===== src/rtl/slave_credit_shell.sv =====
// Slave-side credit shell: buffers NoC requests, issues them to a shared slave,
// tags each issue with its source ID and returns in-order replies that carry credits.

module scs_fifo #(
  parameter int W     = 8,
  parameter int DEPTH = 8
) (
  input  logic                   clk,
  input  logic                   rst,
  input  logic                   push,
  input  logic [W-1:0]           din,
  input  logic                   pop,
  output logic [W-1:0]           head,
  output logic [$clog2(DEPTH):0] level,
  output logic                   drop
);
  localparam int PW = $clog2(DEPTH);
  localparam int LW = PW + 1;

  logic [W-1:0]  mem [DEPTH];
  logic [PW-1:0] wr_ptr, rd_ptr, rd_nxt;
  logic [LW-1:0] after_pop, level_nxt;
  logic [W-1:0]  head_nxt;
  logic          pop_ok, push_ok;

  // Full is judged after the same-cycle pop; head is kept registered so the
  // consumer sees a stable value that only changes on a pop or a fill-from-empty.
  always_comb begin
    pop_ok    = pop && (level != '0);
    after_pop = level - LW'(pop_ok);
    push_ok   = push && (after_pop != LW'(DEPTH));
    drop      = push && !push_ok;
    level_nxt = after_pop + LW'(push_ok);
    rd_nxt    = rd_ptr + PW'(pop_ok);
    if (after_pop == '0) head_nxt = push_ok ? din : '0;
    else                 head_nxt = mem[rd_nxt];
  end

  always_ff @(posedge clk) begin
    if (rst) begin
      wr_ptr <= '0;
      rd_ptr <= '0;
      level  <= '0;
      head   <= '0;
    end else begin
      wr_ptr <= wr_ptr + PW'(push_ok);
      rd_ptr <= rd_nxt;
      level  <= level_nxt;
      head   <= head_nxt;
    end
  end

  always_ff @(posedge clk) begin
    if (push_ok) mem[wr_ptr] <= din;
  end
endmodule

module slave_credit_shell #(
  parameter int DATA_WIDTH = 32,
  parameter int RESP_WIDTH = 32,
  parameter int ID_WIDTH   = 4,
  parameter int DEPTH      = 8
) (
  input  logic                   clk,
  input  logic                   rst,
  input  logic                   req_valid,
  input  logic [DATA_WIDTH-1:0]  req_data,
  input  logic [ID_WIDTH-1:0]    req_id,
  output logic                   slv_valid,
  output logic [DATA_WIDTH-1:0]  slv_data,
  input  logic                   slv_ready,
  input  logic                   slv_rsp_valid,
  input  logic [RESP_WIDTH-1:0]  slv_rsp_data,
  output logic                   rsp_valid,
  output logic [RESP_WIDTH-1:0]  rsp_data,
  output logic [ID_WIDTH-1:0]    rsp_id,
  input  logic                   rsp_ready,
  output logic [$clog2(DEPTH):0] req_level,
  output logic                   overflow,
  output logic                   orphan
);
  localparam int LW = $clog2(DEPTH) + 1;

  // Handshakes: a transfer happens on a cycle where valid && ready; valid and
  // its payload never change while valid is high and ready is low.
  logic [ID_WIDTH+DATA_WIDTH-1:0] req_head;
  logic [ID_WIDTH+RESP_WIDTH-1:0] rsp_head;
  logic [ID_WIDTH-1:0]            slv_id, tag_head;
  logic [LW-1:0]                  tag_level, rsp_level;
  logic                           req_drop, tag_drop, rsp_drop;
  logic                           slv_hs, tag_valid, rsp_push;

  assign {slv_id, slv_data} = req_head;
  assign {rsp_id, rsp_data} = rsp_head;
  assign slv_valid = (req_level != '0);
  assign rsp_valid = (rsp_level != '0);
  assign tag_valid = (tag_level != '0);
  assign slv_hs    = slv_valid && slv_ready;
  // A reply consumes the tag that was outstanding before this edge; no bypass.
  assign rsp_push  = slv_rsp_valid && tag_valid;

  scs_fifo #(.W(ID_WIDTH + DATA_WIDTH), .DEPTH(DEPTH)) u_req_fifo (
    .clk(clk), .rst(rst), .push(req_valid), .din({req_id, req_data}),
    .pop(slv_ready), .head(req_head), .level(req_level), .drop(req_drop)
  );

  scs_fifo #(.W(ID_WIDTH), .DEPTH(DEPTH)) u_tag_fifo (
    .clk(clk), .rst(rst), .push(slv_hs), .din(slv_id),
    .pop(slv_rsp_valid), .head(tag_head), .level(tag_level), .drop(tag_drop)
  );

  scs_fifo #(.W(ID_WIDTH + RESP_WIDTH), .DEPTH(DEPTH)) u_rsp_fifo (
    .clk(clk), .rst(rst), .push(rsp_push), .din({tag_head, slv_rsp_data}),
    .pop(rsp_ready), .head(rsp_head), .level(rsp_level), .drop(rsp_drop)
  );

  always_ff @(posedge clk) begin
    if (rst) begin
      overflow <= 1'b0;
      orphan   <= 1'b0;
    end else begin
      if (req_drop || tag_drop || rsp_drop) overflow <= 1'b1;
      if (slv_rsp_valid && !tag_valid)      orphan   <= 1'b1;
    end
  end
endmodule


===== config.mk =====
export PLATFORM = sky130hd
export DESIGN_NAME = slave_credit_shell
export DESIGN_NICKNAME = d
export VERILOG_FILES = /design/src/rtl/slave_credit_shell.sv
export SDC_FILE = /design/constraint.sdc
export NUM_CORES = 1
export LEC_CHECK = 0
export CORE_MARGIN = 2
export CORE_UTILIZATION = 45
export CTS_CLUSTER_DIAMETER = 50
export DETAILED_ROUTE_END_ITERATION = 10
export HOLD_SLACK_MARGIN = 0.05
export PLACE_DENSITY_LB_ADDON = 0.15
export SYNTH_ARGS = -nofsm -noshare
export SYNTH_HDL_FRONTEND = slang
export SYNTH_SLANG_ARGS = --single-unit

===== constraint.sdc =====
create_clock -name clk -period 11.1 [get_ports clk]
set_input_delay 1.11 -clock clk [delete_from_list [all_inputs] [get_ports clk]]
set_output_delay 1.11 -clock clk [all_outputs]
set_load 0.01 [all_outputs]

# Yosys cells after proc, flatten, opt, wreduce, memory -nomap -nowiden

Memory sizes are Yosys's and may differ from the RTL's.
Index checks and enable logic that the tools add are counted.

Register bits: 108
RAM bits: 608
Bits of input ports: 74
Output and inout bits: 76
Logic and storage cells: 66
Memories: 3

$add $sub $neg: 12
Equal/unequal tests: 3
Mux-type cells: 12
Reductions and logical operators: 22

Memory list:

| memory         | depth | bits a word | rd ports | clocked after Yosys merged registers in | write ports | line | source |
|---|---|---|---|---|---|---|---|
| u_req_fifo.mem | 8     | 36          | 1        | 0                                       | 1           | 20   | `logic [W-1:0] mem [DEPTH];` |
| u_rsp_fifo.mem | 8     | 36          | 1        | 0                                       | 1           | 20   |  |
| u_tag_fifo.mem | 8     | 4           | 1        | 0                                       | 1           | 20   |  |

Operators with widths:

| kind                                         | number |
|---|---|
| 2-to-1 mux 36 bit                            | 4 |
| adder 3 x 1 -> 3 bit                         | 6 |
| adder 4 x 1 -> 4 bit                         | 3 |
| logical NOT 4 bit                            | 3 |
| inequality test 4 bit, second input constant | 3 |
| nonzero test 4 bit                           | 3 |
| subtractor 4 x 1 -> 4 bit                    | 3 |
| logical AND 1 bit                            | 10 |
| 2-to-1 mux 4 bit                             | 2 |
| 2-to-1 mux 1 bit                             | 6 |
| logical NOT 1 bit                            | 4 |
| logical OR 1 bit                             | 2 |

# Depth between registers and ports, before layout

Gate-level depths: netlist of run 1.

Depth after elaboration: 9
Depth in mapped cells: 12
Gate-level depth less buffers: 12

# Hierarchy

A second synthesis of run 1 with hierarchy kept.

Cells, all modules: 1492
Area, all modules: 27139.8 um^2

Modules (own cells, without submodules):

| module                | instances | cells an instance | area each (um^2) |
|---|---|---|---|
| scs_fifo (u_rsp_fifo) | 1         | 679               | 12568.3 |
| scs_fifo (u_req_fifo) | 1         | 679               | 12548.3 |
| scs_fifo (u_tag_fifo) | 1         | 122               | 1911.8 |
| slave_credit_shell    | 1         | 12                | 111.4 |

# Worst setup path after synthesis of run 1

OpenSTA, ideal clock, no wires.

Path kind: input-to-reg
Start: input rsp_ready
End: memory u_rsp_fifo.mem[0][0] (netlist name) (enable)
Data arrival time: 4.800 ns
Required time: 10.626 ns
Setup slack: 5.826 ns
Stages on the path: 7
Path through: and2_1 ha_1 ha_1 xor2_1 nor3_1 a211o_1 nor3_1

Word-level cells in the longest chain between the ends: 6

RTL lines:

| item                                   | line | source |
|---|---|---|
| start, declared                        | 77   | `input logic rsp_ready,` |
| logical AND 1 bit                      | 29   | `pop_ok = pop && (level != '0);` |
| subtractor 4 x 1 -> 4 bit              | 30   | `after_pop = level - LW'(pop_ok);` |
| inequality test 4 bit                  | 31   | `push_ok = push && (after_pop != LW'(DEPTH));` |
| logical AND 1 bit                      | 31   |  |
| 2-to-1 mux 1 bit                       | 54   | `if (push_ok) mem[wr_ptr] <= din;` |
| 2-to-1 mux 1 bit (not written as such) | 54   |  |
| end, declared                          | 20   |  |

Every way passes these cells.

# Worst setup path after layout of run 1

Start: input rsp_ready
End: memory u_rsp_fifo.mem[0][34] (netlist name) (enable)

Same word-level chain as after synthesis.

==> metrics, run 1 <==
Final Hold Violating Endpoints 0; most frequently used flop master after synthesis edfxtp_1; overall fraction of global-route tracks in use 17.2%; number of port buffers 149; maximum clock frequency 246 MHz; count of warnings emitted by yosys 0; worst r2r src u_rsp_fifo.level[3]$_SDFF_PP0_; Worst Reg2Reg Path Length in Cells 9; proportion of layout cells with a drive suffix above 1 23.0%; commonest cells after routing, fill and taps aside 608 x edfxtp_1, 152 x mux4_2, 149 x clkdlybuf4s50_1; endpoint of the lowest-slack register-to-register path u_rsp_fifo.mem[0][34]$_DFFE_PP_; number of endpoints failing setup at the final stage 0; number of resized instances in the post-cts repair step 0; CP bufs+invs 2; Hold-fix buffers, CTS 0; number of instances in the synthesized netlist 1278; row cnt 89; clock transition at the registers of the reported paths 60 ps; number of vias after detailed routing 12400; via-per-instance ratio 5.41; Floorplan Core Area 59200 um^2; cell at the root of the clock tree clkbuf_16; outcome completed; slew at the pin closest to its max-slew limit 981 ps; fraction of registers with async set/reset 0%; top cell family by delay on the critical path simple AND/OR/NAND/NOR gates; final estimated routing congestion in global placement 0.697; Final Slew Violations 0; CTS Buffer Depth 3; setup repair after global routing missed its margin false; leakage power 10.2 nW; commonest non-fill, non-tap cell in the layout edfxtp_1; CTS tree built; wire length of the first global-routing pass 81100 um; vias in the first global route 13400; pin count of the biggest net entering global routing 59; initial cell density of the core 45.6%; remaining antenna violation count 0; launch instance of the worst min-delay path orphan$_SDFFE_PP0P_; Total Die Area 62000 um^2; number of enable flip-flop cells after synthesis 608; clock buffers created by TritonCTS 85; crit-path max cell delay 570 ps; die span in x 249 um; worst hold margin 478 ps; count of distinct cell types in the synthesized netlist 44; Clock H-tree levels 3; number of antenna violations at the first check in global routing 5; critical path, cell by cell clkdlybuf4s50_1 > and2_1 > ha_1 > nor3b_1 > xor2_1 > a211o_1 > nor3_2 > buf_4; crit path launch type input pin; number of nets in the synthesized netlist 1376; synthesized flop and latch total 716; Setup Crit Path Kind input pin to register; fill count 4591; peak supply drop 0.169 mV; pwr dens 262 nW/um^2; clk_skew 19.9 ps; syn_area_per_cell 21.1 um^2; hold worst-path end orphan$_SDFFE_PP0P_; share of the cycle needed by the critical path after routing 36.6%; worst hold path class register to register; headroom to the max-slew limit 34.6%; Req. time, crit path 11330 ps; worst setup slack for register-to-register paths 7040 ps; number of search-and-repair iterations in the first detailed-routing pass 5; kind of end point of the critical path register; maximum fanout count along the critical path 29; share of synthesized area occupied by flip-flops and latches 75.6%; Top Ports 150; arrival time at the worst endpoint 4290 ps; detail-routed net length per standard cell 22.9 um; Chip Height 249 um; time the worst path needs with I/O delays and setup 4060 ps; depth of the worst hold-timing path 2; total DRC errors in the routed layout 0; HPWL Detailed 28900 um; final-layout setup total negative slack 0 ps; Max stage delay cell, worst path nor3_2; diode insertion count for antenna repair 0; clk_lat worst skew 610 ps; post-CTS setup-driven buffer insertion count 0; NumNets Final 1551; sum of routed wire length over all layers 52600 um; total overflow reported by the global router 0; 1st-iter DRT viols 767; combined area of all synthesized cells 27000 um^2; count of clock tree sinks 716; number of maximum-capacitance violations 0; post-synthesis to final-layout area growth 19.0%
-- stage by stage --
| stage | area [um^2] | setup slack (ps) | utilization (%) | std cells | power (W) |
|---|---|---|---|---|---|
| after floorplan | 27000 | 5830 | - | 1278 | 0.00514 |
| after global placement | 29300 | 6480 | 49.5 | 2139 | 0.00577 |
| after detailed placement | 29300 | 6400 | 49.5 | 2139 | 0.00579 |
| after CTS | 32200 | 6970 | 54.3 | 2297 | 0.00856 |
| after global routing | 32200 | 6860 | 54.3 | 2297 | 0.00884 |
| final | 32200 | 7040 | 54.3 | 2297 | 0.00842 |
-- Yosys cell counts, types with 7 or more instances --
cell | number | area share, %
inv_1 | 21 | 0.29
nand2b_1 | 8 | 0.19
nor2_1 | 31 | 0.43
nor3_1 | 7 | 0.13
edfxtp_1 | 608 | 68
mux2i_1 | 76 | 2.8
dfxtp_1 | 108 | 8.0
mux4_2 | 152 | 13
o2bb2ai_1 | 67 | 2.2
ha_1 | 24 | 1.1
buf_2 | 30 | 0.56
buf_4 | 32 | 0.89
nor2b_1 | 21 | 0.49
clkbuf_1 | 18 | 0.25
xnor2_1 | 9 | 0.29
-- kinds of logic after synthesis --
group | Yosys count | synth area share (%)
simple gates | 90 | 1.91
mux | 228 | 15.5
compound gates | 90 | 2.92
flops | 716 | 75.6
fa+ha+maj | 24 | 1.11
buf+inv | 111 | 2.30
xor+xnor | 19 | 0.727
-- where the power goes --
group	leakage, nW	switching, W	internal [W]	total, W
registers	6.41	0.000120	0.00326	0.00338
logic	2.41	0.00110	0.00118	0.00228
clock network	1.39	0.00109	0.00166	0.00275
total	10.2	0.00232	0.00610	0.00842
-- cell type report --
cell class / instances / area, um^2 / share of cell area [%]
Multi-Input combinational cell: 451 / 6160 / 19.1
Sequential cell: 716 / 20400 / 63.5
Tap cell: 773 / 967 / 3.01
Clock inverter: 47 / 473 / 1.47
Clock buffer: 111 / 2360 / 7.33
Inverter: 21 / 78.8 / 0.245
Timing Repair Buffer: 178 / 1710 / 5.31
-- metal layers --
metal | global-route usage (%) | up-vias | part of all wire [%]
met3 | 3.64 | 83 | 4.8
met4 | 5.11 | 10 | 1.8
met2 | 29.4 | 258 | 51
li1 | - | 5571 | -
met1 | 22.1 | 6515 | 43
met5 | 0 | - | 0.13
-- worst max path at each step --
stage / start / to / cells past startpoint / slack [ps]
finish: rsp_ready / u_rsp_fifo.mem[0][34]$_DFFE_PP_ / 8 / 7040
floorplan: rsp_ready / u_rsp_fifo.mem[0][0]$_DFFE_PP_ / 7 / 5830
CTS: u_rsp_fifo.level[3]$_SDFF_PP0_ / u_rsp_fifo.mem[0][34]$_DFFE_PP_ / 9 / 6970
global route: u_rsp_fifo.level[3]$_SDFF_PP0_ / u_rsp_fifo.mem[0][34]$_DFFE_PP_ / 9 / 6860
detailed placement: rsp_ready / u_rsp_fifo.mem[0][14]$_DFFE_PP_ / 8 / 6400
global placement: rsp_ready / u_rsp_fifo.mem[0][18]$_DFFE_PP_ / 9 / 6480
-- sequential cells by signal, summed over array words and instances, names as in the netlist, 3 cells and up --
| signal | flops |
|---|---|
| u_rsp_fifo.wr_ptr | 3 |
| u_tag_fifo.head | 4 |
| u_req_fifo.level | 4 |
| u_tag_fifo.level | 4 |
| u_rsp_fifo.rd_ptr | 3 |
| u_req_fifo.head | 36 |
| u_rsp_fifo.level | 4 |
| u_rsp_fifo.head | 36 |
| u_req_fifo.wr_ptr | 3 |
| u_req_fifo.mem | 288 |
| u_tag_fifo.wr_ptr | 3 |
| u_tag_fifo.rd_ptr | 3 |
| u_rsp_fifo.mem | 288 |
| u_tag_fifo.mem | 32 |
| u_req_fifo.rd_ptr | 3 |
-- worst min-delay path, stage by stage (launching register included) --
cell and delay (ps):
dfxtp_1 330, a21oi_1 40, nor2_1 70
Power figures use the tool's default switching activity.
==> run 2: changes to the inputs <==
==> constraint.sdc (replaced) <==
create_clock -name clk -period 4.15 [get_ports clk]
set_input_delay 0.415 -clock clk [delete_from_list [all_inputs] [get_ports clk]]
set_output_delay 0.415 -clock clk [all_outputs]
set_load 0.01 [all_outputs]
==> metrics, run 2 (synthesized netlist as in run 1, its figures left out) <==
worst hold path class input pin to register; total DRC errors in the routed layout 0 (unchanged); Placed Cells incl. Taps 2151 (+0.56%); peak supply drop 0.377 mV (+120%); commonest cells after routing, fill and taps aside 608 x edfxtp_1, 152 x mux4_2, 148 x clkdlybuf4s50_1; number of maximum-capacitance violations 0 (unchanged); sum of routed wire length over all layers 53700 um (+2.1%); post-synthesis to final-layout area growth 20.1%; clock transition at the registers of the reported paths 60 ps (about the same); remaining antenna violation count 0 (unchanged); number of antenna violations at the first check in global routing 2 (-3); clk_skew 20.6 ps (+0.649 ps); Chip Height 249 um (unchanged); 1st-iter DRT viols 769 (+0.26%); HPWL Detailed 30400 um (+5.3%); CTS tree built; clock buffers created by TritonCTS 83 (-2.4%); number of search-and-repair iterations in the first detailed-routing pass 4 (-1); via-per-instance ratio 5.43 (+0.33%); crit path launch type register; depth of the worst hold-timing path 2 (unchanged); internal portion of total power 0.0165 W (+170%); cell at the root of the clock tree clkbuf_16; number of port buffers 149 (unchanged); post-CTS setup-driven buffer insertion count 0 (unchanged); detail-routed net length per standard cell 23.3 um (+1.7%); switching part of the total power 27.5% (about the same); Final Slew Violations 0 (unchanged); part of the power in the clock network 31.9% (-0.8 points); wire length of the first global-routing pass 83300 um (+2.7%); leakage power 10.2 nW (+0.45%); setup repair after global routing missed its margin false; pin count of the biggest net entering global routing 48 (-19%); Setup Crit Path Kind register to register; share of the cycle needed by the critical path after routing 80.8%; row cnt 89 (unchanged); uppermost layer routed met5; Req. time, crit path 4390 ps (-6940 ps); combinational fraction of design power 28.3% (+1.2 points); Hold-fix buffers, CTS 0 (unchanged); kind of end point of the critical path register; outcome completed; Total Die Area 62000 um^2 (unchanged); number of standard cells in the final layout excluding fillers 2306 (+0.39%); total routed wire length on the met1 layer 21800 um (-2.5%); number of endpoints failing setup at the final stage 0 (unchanged); clk_lat worst skew 620 ps (about the same); Floorplan Core Area 59200 um^2 (unchanged); maximum clock frequency 298 MHz; met3 WL post-DR 2280 um (-9.3%); Clock H-tree levels 3 (unchanged); met2 routed wirelength 28500 um (+6.7%); proportion of layout cells with a drive suffix above 1 22.8% (-0.13 points); die span in x 249 um (unchanged); initial cell density of the core 45.6% (unchanged); registers with the most flip-flops u_req_fifo.mem (288), u_rsp_fifo.mem (288); maximum fanout count along the critical path 36 (+24%); commonest non-fill, non-tap cell in the layout edfxtp_1; slew at the pin closest to its max-slew limit 689 ps (-293 ps); arrival time at the worst endpoint 3590 ps (-700 ps); count of clock tree sinks 716 (unchanged); CTS Buffer Depth 3 (unchanged); number of vias after detailed routing 12500 (+0.72%); total overflow reported by the global router 0 (unchanged); Seq pwr share 39.8% (-0.4 points); vias in the first global route 13600 (+1.6%); Final Hold Violating Endpoints 0 (unchanged); Final Power 0.0227 W (+170%); time the worst path needs with I/O delays and setup 3350 ps; headroom to the max-slew limit 53.9% (+19 points); overall fraction of global-route tracks in use 17.7% (+0.59 points); diode insertion count for antenna repair 0 (unchanged); number of resized instances in the post-cts repair step 0 (unchanged); final estimated routing congestion in global placement 0.716 (+2.6%); Worst Reg2Reg Path Length in Cells 9 (unchanged); pwr dens 701 nW/um^2 (+170%); worst setup slack for register-to-register paths 800 ps (-6240 ps); NumNets Final 1561 (+0.64%); switching power total 0.00626 W (+170%); Top Ports 150 (unchanged)
## run 2: cell count changes in the layout (fill, tap and decap cells not counted), moves of 4 or more
cell,delta
buf_12,+19
buf_4,-7
clkbuf_8,-6
clkinv_1,+9
clkinv_2,-8
nor3_2,-4
nor3_4,+4
## run 2: path summary, 6_finish.rpt
path | start | end
setup / recovery | u_req_fifo.level[3]$_SDFF_PP0_ | u_req_fifo.mem[1][20]$_DFFE_PP_
hold / removal | rst | u_rsp_fifo.level[3]$_SDFF_PP0_
setup reg to reg | u_req_fifo.level[3]$_SDFF_PP0_ | u_req_fifo.mem[1][20]$_DFFE_PP_
hold reg to reg | orphan$_SDFFE_PP0P_ | orphan$_SDFFE_PP0P_
## run 2: final cells by class
type,count,area (um^2)
clock buffer,105,2250
clock inverter,50,519
tap,773,967
fill,4594,26800
multi-input combinational,451,6180
inverter,21,78.8
timing repair buffer,190,2030
sequential,716,20400
## run 2: layer usage
layer  up-vias  global-route usage [%]
met5         -                       0
met4         4                    4.92
met3        96                    3.55
met2       291                    31.9
met1      6546                    21.8
li1       5590                       -
## run 2: per-stage QoR
stage | hold slack [ps] | util [%] | setup TNS, ps | setup WS (ps) | cell area (um^2)
2_1_floorplan | 502 | - | -1620 | -19.9 | 27000
3_3_place_gp | 545 | 50.1 | 0 | 720 | 29700
3_5_place_dp | 548 | 50.1 | 0 | 753 | 29700
4_1_cts | 256 | 54.8 | 0 | 758 | 32500
5_1_grt | 287 | 54.8 | 0 | 559 | 32500
6_report | 289 | 54.8 | 0 | 798 | 32500
## run 2: critical path, cell delays in order, from the launching register on
cell      delay (ps)
dfxtp_1          340
or4_1            560
and2_1           290
ha_1             240
nor3b_2          170
xnor2_2          320
o211ai_1         170
buf_4            200
nor3_4           110
buf_4            550
## run 2: power by group through the flow
stage	clock network, W	logic [W]	registers [W]
finish	0.00725	0.00644	0.00904
global route	0.00772	0.00704	0.00912
CTS	0.00745	0.00664	0.00906
detailed placement	0	0.00661	0.00920
global placement	0	0.00657	0.00916
floorplan	0	0.00459	0.00915
==> run 3: changes to the inputs <==
==> constraint.sdc (replaced) <==
create_clock -name clk -period 3 [get_ports clk]
set_input_delay 0.3 -clock clk [delete_from_list [all_inputs] [get_ports clk]]
set_output_delay 0.3 -clock clk [all_outputs]
set_load 0.01 [all_outputs]
==> metrics, run 3 (synthesized netlist as in run 1, its figures left out) <==
met3 WL post-DR 2180 um (-4.3%); post-synthesis to final-layout area growth 22.6%; Setup Crit Path Kind register to register; pwr dens 954 nW/um^2 (+36%); Floorplan Core Area 59200 um^2 (unchanged); registers with the most flip-flops u_req_fifo.mem (288), u_rsp_fifo.mem (288); total routed wire length on the met1 layer 21900 um (+0.70%); Final Slew Violations 0 (unchanged); vias in the first global route 13800 (+1.5%); clk_skew 14.3 ps (-6.26 ps); number of maximum-capacitance violations 0 (unchanged); launch instance of the worst min-delay path slv_rsp_valid; Max stage delay cell, worst path or4_4; peak supply drop 0.681 mV (+81%); setup repair after global routing missed its margin true; worst r2r src u_rsp_fifo.level[0]$_SDFF_PP0_; CTS Buffer Depth 3 (unchanged); headroom to the max-slew limit 60.2% (+6.3 points); count of clock tree sinks 716 (unchanged); commonest non-fill, non-tap cell in the layout edfxtp_1; clk_lat worst skew 610 ps (about the same); critical path, cell by cell or4_4 > and2_4 > ha_4 > ha_4 > xor2_4 > or3_4 > o211ai_1 > buf_4 > nor3_4 > buf_12 > buf_12; met2 routed wirelength 27800 um (-2.4%); commonest cells after routing, fill and taps aside 608 x edfxtp_1, 152 x mux4_2, 149 x clkdlybuf4s50_1; maximum clock frequency 343 MHz (+15%); Total Die Area 62000 um^2 (unchanged); NumNets Final 1606 (+2.9%); clock buffers created by TritonCTS 81 (-2.4%); time the worst path needs with I/O delays and setup 2920 ps (-437 ps); row cnt 89 (unchanged); Top Ports 150 (unchanged); kind of end point of the critical path register; clock transition at the registers of the reported paths 50 ps (about the same); sum of routed wire length over all layers 53000 um (-1.2%); CP bufs+invs 3 (+1); crit-path max cell delay 530 ps (-30 ps); maximum fanout count along the critical path 17 (-53%); Hold-fix buffers, CTS 0 (unchanged); Critical Path Start u_rsp_fifo.level[0]$_SDFF_PP0_; slew at the pin closest to its max-slew limit 596 ps (-92.9 ps); die span in x 249 um (unchanged); slack of the critical path 84.7 ps (-713 ps); share of the cycle needed by the critical path after routing 97.2% (+16 points); Final Hold Violating Endpoints 0 (unchanged); uppermost layer routed met5; crit path launch type register; top cell family by delay on the critical path simple AND/OR/NAND/NOR gates; leakage power 10.5 nW (+2.7%); setup slack at placement -21.5 ps (-775 ps); number of port buffers 149 (unchanged); wire length of the first global-routing pass 82400 um (-1.1%); Clock H-tree levels 3 (unchanged); initial cell density of the core 45.6% (unchanged); worst hold path class input pin to register; depth of the worst hold-timing path 3 (+1); total overflow reported by the global router 0 (unchanged); cell count along the critical path 11 (+2); remaining antenna violation count 0 (unchanged); detail-routed net length per standard cell 22.6 um (-3.1%); Chip Height 249 um (unchanged); overall fraction of global-route tracks in use 17.5% (-0.29 points); pin count of the biggest net entering global routing 38 (-21%); cell at the root of the clock tree clkbuf_16; CTS tree built; final estimated routing congestion in global placement 0.703 (-1.8%); outcome completed; Worst Reg2Reg Path Length in Cells 11 (+2); number of endpoints failing setup at the final stage 0 (unchanged); HPWL Detailed 31300 um (+2.7%); Req. time, crit path 3360 ps (-1030 ps); Final Power 0.0316 W (+39%); via-per-instance ratio 5.36 (-1.3%); total DRC errors in the routed layout 0 (unchanged); number of vias after detailed routing 12600 (+0.65%); number of search-and-repair iterations in the first detailed-routing pass 4 (unchanged); proportion of layout cells with a drive suffix above 1 26.3% (+3.4 points); number of antenna violations at the first check in global routing 3 (+1); 1st-iter DRT viols 731 (-4.9%); arrival time at the worst endpoint 3270 ps (-320 ps)
[run 3: cell types whose count changed in the layout (fill, tap and decap cells not counted), moves of 4 or more]
cell	before	now
clkbuf_8	1	13
bufinv_16	8	3
buf_4	22	43
buf_12	19	42
clkbuf_1	17	28
clkinv_1	16	2
inv_6	7	11
ha_4	3	8
clkbuf_16	87	83
ha_1	20	16
[run 3: final cells by class]
| class | instances | area [um^2] |
|---|---|---|
| inverter | 21 | 78.8 |
| multi-input combinational | 451 | 6310 |
| timing repair buffer | 237 | 2720 |
| clock buffer | 122 | 2310 |
| tap | 773 | 967 |
| antenna | 1 | 2.50 |
| fill | 4504 | 26100 |
| clock inverter | 30 | 304 |
| sequential | 716 | 20400 |
[run 3: final timing paths]
kind         slack (ps)                              to
min                 340             orphan$_SDFFE_PP0P_
min reg2reg         480             orphan$_SDFFE_PP0P_
max reg2reg          80  u_rsp_fifo.mem[1][6]$_DFFE_PP_
max                  80  u_rsp_fifo.mem[1][6]$_DFFE_PP_
[run 3: metal layers]
layer | GRT usage, % | up-vias
met5 | 0 | -
met4 | 4.73 | 6
met3 | 3.86 | 87
met2 | 31.3 | 228
met1 | 21.3 | 6609
li1 | - | 5678
[run 3: worst reg2reg max path: stages (launching register included)]
cell	delay (ps)
dfxtp_1	310
or4_4	530
and2_4	170
ha_4	160
ha_4	170
xor2_4	180
or3_4	390
o211ai_1	250
buf_4	170
nor3_4	40
buf_12	140
buf_12	150
[run 3: power breakdown]
| part | total [W] | switching [W] | internal, W |
|---|---|---|---|
| combinational | 0.00960 | 0.00437 | 0.00523 |
| sequential | 0.0125 | 0.000416 | 0.0121 |
| clock | 0.00950 | 0.00385 | 0.00565 |
| total | 0.0316 | 0.00864 | 0.0230 |
[run 3: timing repair]
item | in CTS | in global routing
hold endpoints to repair | 0 | 0
buffers inserted | 3 | 5
gates cloned | 0 | 2
resized for setup | 0 | 3
setup endpoints to repair | 83 | 23
pin swaps | 1 | 1
[run 3: through the flow]
step	hold slack (ps)	setup TNS, ps	area (um^2)	instances	utilization (%)
after floorplan	399	-97810	27300	1278	-
after global placement	455	0	30300	2188	51.2
after detailed placement	478	-933	30300	2188	51.2
after CTS	308	0	33000	2343	55.7
after global routing	340	-305	33100	2350	55.9
final	345	0	33100	2351	55.9
